===== config.mk =====
export PLATFORM = sky130hd
export DESIGN_NAME = muldiv_sequencer
export DESIGN_NICKNAME = d
export VERILOG_FILES = /design/src/rtl/muldiv_sequencer.sv
export SDC_FILE = /design/constraint.sdc
export NUM_CORES = 1
export LEC_CHECK = 0
export BUFFER_PORTS_ARGS = -buffer_cell sky130_fd_sc_hd__buf_2
export CORE_ASPECT_RATIO = 1.2
export CORE_MARGIN = 2
export CORE_UTILIZATION = 30
export CTS_CLUSTER_SIZE = 40
export DETAILED_ROUTE_END_ITERATION = 7
export HOLD_SLACK_MARGIN = 0.08
export PLACE_DENSITY_LB_ADDON = 0.2
export SLEW_MARGIN = 20
export SYNTH_ARGS = -nofsm -noshare
export SYNTH_HDL_FRONTEND = slang
export SYNTH_SLANG_ARGS = --single-unit

===== constraint.sdc =====
create_clock -name clk -period 8.1 [get_ports clk]
set_clock_uncertainty 0.15 [all_clocks]
set_input_delay 1.215 -clock clk [delete_from_list [all_inputs] [get_ports clk]]
set_output_delay 1.215 -clock clk [all_outputs]
set_load 0.1 [all_outputs]

===== src/rtl/muldiv_sequencer.sv =====
// Multi-cycle RV32M unit: shift-add multiply and restoring divide, one bit per cycle,
// with sign fix-up, divide fast paths and a combinational pipeline stall.
module muldiv_sequencer #(
    parameter int XLEN = 32
) (
    input  logic            clk,
    input  logic            rst,
    input  logic            StartE,
    input  logic            FlushE,
    input  logic [2:0]      Funct3E,
    input  logic [XLEN-1:0] SrcAE,
    input  logic [XLEN-1:0] SrcBE,
    output logic            StallMD,
    output logic            DoneE,
    output logic [XLEN-1:0] ResultE
);
    localparam int CW = $clog2(XLEN);

    typedef enum logic [2:0] {S_IDLE, S_MUL, S_DIV, S_FIX, S_DONE} state_t;

    state_t              r_state;
    logic [CW-1:0]       r_cnt;
    logic [2:0]          r_f3;
    logic                r_neg;
    logic [2*XLEN-1:0]   r_acc;
    logic [2*XLEN-1:0]   r_mcand;
    logic [XLEN-1:0]     r_mplier;
    logic [XLEN-1:0]     r_quo;
    logic [XLEN-1:0]     r_rem;
    logic [XLEN-1:0]     r_dvsr;
    logic                r_done;
    logic [XLEN-1:0]     r_result;

    logic                w_go;
    logic                w_sgn_a;
    logic                w_sgn_b;
    logic                w_neg_a;
    logic                w_neg_b;
    logic                w_neg_res;
    logic [XLEN-1:0]     w_abs_a;
    logic [XLEN-1:0]     w_abs_b;
    logic                w_fast_dz;
    logic                w_fast_ovf;
    logic                w_fast;
    logic [XLEN-1:0]     w_fast_res;
    logic [XLEN:0]       w_rem_sh;
    logic [XLEN:0]       w_diff;
    logic [2*XLEN-1:0]   w_prod;
    logic [XLEN-1:0]     w_quo_fix;
    logic [XLEN-1:0]     w_rem_fix;
    logic [XLEN-1:0]     w_fix_res;

    assign w_go    = StartE & ~FlushE;
    // MULHU, DIVU and REMU treat both operands as unsigned; MULHSU only rs1 as signed
    assign w_sgn_a = (Funct3E != 3'b011) && (Funct3E != 3'b101) && (Funct3E != 3'b111);
    assign w_sgn_b = w_sgn_a && (Funct3E != 3'b010);
    assign w_neg_a = w_sgn_a & SrcAE[XLEN-1];
    assign w_neg_b = w_sgn_b & SrcBE[XLEN-1];
    assign w_abs_a = w_neg_a ? -SrcAE : SrcAE;
    assign w_abs_b = w_neg_b ? -SrcBE : SrcBE;
    // Remainder takes the dividend's sign; product and quotient the XOR of both
    assign w_neg_res = (Funct3E[2] & Funct3E[1]) ? w_neg_a : (w_neg_a ^ w_neg_b);

    assign w_fast_dz  = Funct3E[2] && (SrcBE == '0);
    assign w_fast_ovf = Funct3E[2] && !Funct3E[0] &&
                        (SrcAE == {1'b1, {(XLEN-1){1'b0}}}) && (SrcBE == '1);
    assign w_fast     = w_fast_dz | w_fast_ovf;

    always_comb begin
        w_fast_res = '0;
        if (w_fast_dz)
            w_fast_res = Funct3E[1] ? SrcAE : '1;
        else if (w_fast_ovf)
            w_fast_res = Funct3E[1] ? '0 : SrcAE;
    end

    assign w_rem_sh = {r_rem, r_quo[XLEN-1]};
    assign w_diff   = w_rem_sh - {1'b0, r_dvsr};

    assign w_prod    = r_neg ? -r_acc : r_acc;
    assign w_quo_fix = r_neg ? -r_quo : r_quo;
    assign w_rem_fix = r_neg ? -r_rem : r_rem;

    always_comb begin
        case (r_f3)
            3'b000:          w_fix_res = w_prod[XLEN-1:0];
            3'b001, 3'b010,
            3'b011:          w_fix_res = w_prod[2*XLEN-1:XLEN];
            3'b100, 3'b101:  w_fix_res = w_quo_fix;
            default:         w_fix_res = w_rem_fix;
        endcase
    end

    always_ff @(posedge clk) begin
        if (rst) begin
            r_state  <= S_IDLE;
            r_cnt    <= '0;
            r_f3     <= '0;
            r_neg    <= 1'b0;
            r_acc    <= '0;
            r_mcand  <= '0;
            r_mplier <= '0;
            r_quo    <= '0;
            r_rem    <= '0;
            r_dvsr   <= '0;
            r_done   <= 1'b0;
            r_result <= '0;
        end else begin
            r_done <= 1'b0;
            case (r_state)
                S_IDLE: begin
                    if (w_go) begin
                        r_f3  <= Funct3E;
                        r_neg <= w_neg_res;
                        r_cnt <= '0;
                        if (w_fast) begin
                            r_result <= w_fast_res;
                            r_done   <= 1'b1;
                            r_state  <= S_DONE;
                        end else if (Funct3E[2]) begin
                            r_quo   <= w_abs_a;
                            r_rem   <= '0;
                            r_dvsr  <= w_abs_b;
                            r_state <= S_DIV;
                        end else begin
                            r_acc    <= '0;
                            r_mcand  <= {{XLEN{1'b0}}, w_abs_a};
                            r_mplier <= w_abs_b;
                            r_state  <= S_MUL;
                        end
                    end
                end
                S_MUL: begin
                    if (FlushE) begin
                        r_state <= S_IDLE;
                    end else begin
                        if (r_mplier[0])
                            r_acc <= r_acc + r_mcand;
                        r_mcand  <= r_mcand << 1;
                        r_mplier <= r_mplier >> 1;
                        r_cnt    <= r_cnt + 1'b1;
                        if (r_cnt == CW'(XLEN-1))
                            r_state <= S_FIX;
                    end
                end
                S_DIV: begin
                    if (FlushE) begin
                        r_state <= S_IDLE;
                    end else begin
                        // Restore on borrow: keep the shifted remainder, quotient bit 0
                        r_quo <= {r_quo[XLEN-2:0], ~w_diff[XLEN]};
                        r_rem <= w_diff[XLEN] ? w_rem_sh[XLEN-1:0] : w_diff[XLEN-1:0];
                        r_cnt <= r_cnt + 1'b1;
                        if (r_cnt == CW'(XLEN-1))
                            r_state <= S_FIX;
                    end
                end
                S_FIX: begin
                    if (FlushE) begin
                        r_state <= S_IDLE;
                    end else begin
                        r_result <= w_fix_res;
                        r_done   <= 1'b1;
                        r_state  <= S_DONE;
                    end
                end
                default: r_state <= S_IDLE;
            endcase
        end
    end

    assign StallMD = (r_state == S_MUL) || (r_state == S_DIV) || (r_state == S_FIX) ||
                     ((r_state == S_IDLE) && w_go && !w_fast);
    assign DoneE   = r_done;
    assign ResultE = r_result;
endmodule

# After elaboration in Yosys (flattened, before gate mapping)
# Cells that the tools add are included.
# W data, S select, Z words.
[totals]
ff_bits = 301
in_bits = 71
[op_classes]
addsub = 8
n_eq_ne = 26
muxes = 56
bitwise_logic = 9
n_reduce_logical = 32
[ops]
columns = ["op", "n"]
rows = [
  ["$mux W32", 24],
  ["$mux W64", 10],
  ["$pmux W32 S2", 4],
  ["$pmux W64 S2", 2],
  ["$neg A32 Y32", 4],
  ["$pmux W32 S3", 1],
  ["$add A64 B64 Y64", 1],
  ["$eq A32 B32 Y1 const B", 2],
  ["$neg A64 Y64", 1],
  ["$sub A33 B32 Y33", 1],
  ["$logic_not A32 Y1", 1],
  ["$ne A2 B2 Y1 const B", 10],
  ["$mux W3", 5],
  ["$eq A3 B2 Y1 const B", 4],
  ["$mux W5", 2],
  ["$pmux W5 S2", 1],
  ["$reduce_and A5 Y1", 2],
  ["$logic_and A1 B1 Y1", 9],
  ["$pmux W3 S3", 1],
  ["$reduce_and A4 Y1", 2],
  ["$reduce_bool A2 Y1", 4],
  ["$eq A3 B1 Y1 const B", 2],
  ["$eq A3 B3 Y1 const B", 2],
  ["$logic_not A3 Y1", 2],
  ["other kinds (19)", 34],
]

# Longest topological paths before layout
[depth]
ltp_word = 10
ltp_mapped = 14
depth_no_buf = 13

# Worst setup path before layout
# OpenSTA, ideal clock, no wires.
[synth_path]
kind = "in2out"
startpoint = "input port SrcAE[0]"
endpoint = "output port StallMD"
arrival_time_ns = 3.513
required_ns = 6.735
path_slack_ns = 3.222
stages = 10
path_buffers = 0
path_cell_list = "inv_1 -> ha_1 -> or4b_1 -> nand2b_1 -> nor3_1 -> nand3_1 -> o22ai_1 -> nor2_1 -> nor3_1 -> nor2_1"
[synth_between]
elab_chain_len = 7
[synth_rtl]
columns = ["item", "line_no", "source"]
rows = [
  ["start, declared", "11", "input logic [XLEN-1:0] SrcAE,"],
  ["$eq A32 B32 Y1", "66", "(SrcAE == {1'b1, {(XLEN-1){1'b0}}}) && (SrcBE == '1);"],
  ["$logic_and A1 B1 Y1", "65", "assign w_fast_ovf = Funct3E[2] && !Funct3E[0] &&"],
  ["$logic_and A1 B1 Y1", "66", ""],
  ["$or A1 B1 Y1", "67", "assign w_fast = w_fast_dz | w_fast_ovf;"],
  ["$logic_not A1 Y1", "173", "((r_state == S_IDLE) && w_go && !w_fast);"],
  ["$logic_and A1 B1 Y1", "173", ""],
  ["$logic_or A1 B1 Y1", "172", "assign StallMD = (r_state == S_MUL) || (r_state == S_DIV) || (r_state == S_FIX) ||"],
  ["end, declared", "13", "output logic StallMD,"],
]
# No other way between the ends.

# Worst setup path in the final report
# Same ends and word-level chain as after synthesis.

==> summary.md <==
| Metric | Value |
|---|---|
| Via count | `approximately 22000` |
| Async SR Flop Fraction | `0%` |
| Sequential fraction of the synthesis area | `about 28%` |
| Crit path launch type | `primary input` |
| Post-route minimum period | `between 5 and 6 ns` |
| Area growth syn-to-layout | `12.20%` |
| Die Span X | `about 250 um` |
| Post-route ant nets | `0` |
| Vias in the first global route | `around 21000` |
| Sw frac | `between 20 and 30%` |
| TNS Setup | `0 ns` |
| Wire length on met2 | `about 43000 um` |
| Met3 WL | `about 3800 um` |
| Final Util | `33.90%` |
| Largest net degree at the start of global routing | `110` |
| Clock Root Buffer | `clkbuf_16` |
| Post-CTS Resized | `0` |
| HP Class | `flip-flop to flip-flop` |
| Critical Path Source | `SrcAE[0]` |
| Most area-hungry cell type in the Yosys netlist | `dfxtp_1` |
| Sink Count | `about 300` |
| Post-route DRC | `0` |
| Row cnt | `approximately 110` |
| Layout cells sized above 1 | `8.245%` |
| Post-CTS setup buffer count | `0` |
| Tot Pwr | `between 0.003 and 0.004 W` |
| Internal power component | `around 0.0029 W` |
| Flops & latches, synth | `between 300 and 400` |
| Via-to-Cell Ratio | `5.680` |
| Synth top area share | `between 20% and 30%` |
| CORE AREA | `approximately 72000 um2` |
| Status | `complete, no violations` |
| Post-synthesis cell count | `2924` |
| Seq pwr share | `between 30% and 40%` |
| FMAX | `approximately 0.17 GHz` |
| Clock Pin Slew Worst Setup and Hold Paths | `about 0.06 ns` |
| Grt ovf | `0` |
| Ports | `105` |
| Reg2reg start | `r_acc[0]$_SDFFE_PP0P_` |
| RSZ-0062 raised after global routing | `no` |
| Combinational power share | `13.8%` |
| Normalized max-slew margin | `a little over a quarter` |
| Total CTS buffers | `39` |
| Total Routing Usage GR | `between 20% and 30%` |
| Metal-1 WL | `roughly 36000 um` |
| Total count of hold-check failures in the final report | `0` |
| Max Buffers Root-to-Sink | `3` |
| Highest routing layer actually used | `met4` |
| Avg WL per Cell | `roughly 22 um` |
| Critical path class | `primary input to output pin` |
| HP Start | `r_mplier[25]$_SDFFE_PP0P_` |
| Worst Path Required | `6.73 ns` |
| Max-cap violations | `0` |
| Top post-synthesis cells by area | `dfxtp_1, nor2_1, a21oi_1, ha_1, xnor2_1` |
| Port-buffer cells | `around 100` |
| Worst setup EP type | `output pin` |
| Highest-count cells in the layout ignoring fill and taps | `nor2_1, dfxtp_1, a21oi_1, nand2_1, o21ai_0` |
| Initial antenna violation count | `2` |
| Clk pwr share | `47.1%` |
| CTS tree | `built` |
| Setup violators final | `0` |
| Area of the die | `approximately 75000 um2` |
| First-pass GRT wire length | `between 100000 and 150000 um` |
| Max FO, Critical Path | `6` |
| Starting Density | `between 30% and 40%` |
| NetSw | `between 0.001 and 0.0015 W` |
| Worst VDD drop | `about 0.00012 V` |
| Yosys cell types | `83` |
| Ys Warns | `0` |
| Syn Nets | `3100` |
| Gpl congestion | `about 1` |
| # hold bufs at CTS | `0` |
| DP HPWL | `around 67000 um` |
| Drt initial violations | `~1600` |
| Pwr dens | `~160 nW/um2` |
| Nets@finish | `approximately 3000` |
| Final WL | `between 80000 and 90000 um` |
| H-tree Lvls | `2` |
| Worst Tran Pin Value | `between 1 and 1.5 ns` |
| Pleak | `9.643 nW` |
| EDFF count, synth | `0` |
| Mapped Area | `21760 um2` |
| Max-slew violation count | `0` |
| Die Y | `around 300 um` |
| Worst path arrival time | `4.61 ns` |
| Worst-Skew Late Latency | `0.57 ns` |
| Final period utilization | `around 74%` |
| Drt first pass iters | `5` |
| Commonest register cell after synthesis | `dfxtp_1` |
| Leading cell type in the layout, fill and taps excluded | `nor2_1` |
| Avg Synthesized Cell Area | `between 7 and 8 um2` |
[logic make-up (layout without fill, tap and decap cells)]
group / count (synthesis) / count (layout) / synth area share [%]
compound gates: 940 / 940 / 28.05
xor+xnor: 247 / 247 / 9.941
fa+ha+maj: 105 / 105 / 6.106
buf+inv: 263 / 274 / 4.663
flops: 301 / 301 / 27.69
mux: 33 / 33 / 1.535
other cells: 0 / 2 / 0
simple gates: 1035 / 1035 / 22.01
[power groups by stage]
stage               logic (W)  clock network [W]  registers [W]
floorplan            0.000369                  0        0.00157
global placement     0.000537                  0        0.00159
detailed placement   0.000540                  0        0.00159
CTS                  0.000544            0.00192        0.00155
global route         0.000597            0.00198        0.00156
finish               0.000549            0.00187        0.00156
[registers in the layout, indices dropped and copies added (netlist names), 3 cells and up]
register  cells
ResultE      32
r_acc        64
r_cnt         5
r_dvsr       32
r_f3          3
r_mcand      64
r_mplier     32
r_quo        32
r_rem        32
r_state       3
[cell usage after synthesis (8+ instances only)]
| cell | count |
|---|---|
| a2111oi_0 | 39 |
| a211oi_1 | 104 |
| a21o_1 | 54 |
| a21oi_1 | 277 |
| a221o_1 | 15 |
| a221oi_1 | 11 |
| a22o_1 | 8 |
| a22oi_1 | 33 |
| a31oi_1 | 24 |
| a32o_1 | 8 |
| and2_1 | 23 |
| and3_1 | 15 |
| buf_2 | 9 |
| clkbuf_1 | 172 |
| dfxtp_1 | 301 |
| ha_1 | 103 |
| inv_1 | 71 |
| mux2i_1 | 30 |
| nand2_1 | 266 |
| nand2b_1 | 27 |
| nand3_1 | 83 |
| nand3b_1 | 8 |
| nand4_1 | 26 |
| nor2_1 | 380 |
| nor2b_1 | 18 |
| nor3_1 | 62 |
| nor4_1 | 24 |
| o211ai_1 | 18 |
| o21a_1 | 17 |
| o21ai_0 | 190 |
| o21bai_1 | 9 |
| o221ai_1 | 12 |
| o31ai_1 | 49 |
| o41ai_1 | 18 |
| or2_2 | 16 |
| or3_1 | 38 |
| or4_1 | 13 |
| xnor2_1 | 130 |
| xor2_1 | 117 |
[routing by layer]
metal / GRT usage (%) / up-vias
met2: 39.89 / 615
li1: - / 10619
met5: 0 / -
met1: 27.23 / 10592
met4: 10.87 / 0
met3: 2.657 / 166
[final timing paths]
kind / slack (ns) / cells past startpoint / endpoint
max reg2reg: 3.26 / 13 / r_acc[38]$_SDFFE_PP0P_
max: 2.12 / 12 / StallMD
min reg2reg: 0.30 / 2 / r_mplier[25]$_SDFFE_PP0P_
min: 0.30 / 2 / r_mplier[25]$_SDFFE_PP0P_
[stage by stage]
step           cell area [um2]  worst slack (ns)  hold WS [ns]  instances
5_1_grt                  24410             1.987        0.3250       3870
2_1_floorplan            21760             3.222        0.2823       2924
3_3_place_gp             22990             2.066        0.2904       3797
4_1_cts                  24360             2.135        0.3042       3868
6_report                 24420             2.124        0.3046       3872
3_5_place_dp             23000             2.104        0.2951       3797
[worst max-delay path: stages]
cell and delay, ns:
buf_2 0.14, inv_1 0.07, ha_1 0.17, or4b_1 0.62, nand2b_1 0.26, nor3_1 0.60
nand3_1 0.46, o22ai_1 0.41, nor2_1 0.07, nor3_1 0.15, nor2_1 0.10, buf_2 0.33
[area by class of cell]
type	instances	area (um2)
flip-flops and latches	301	6030
inverters	71	266.5
well taps	935	1170
clock inverters	17	252.7
fillers	7647	47610
diodes	2	5.005
clock buffers	54	1114
repair buffers	132	772.0
multi-input cells	2360	14810
Power figures use the tool's default switching activity.
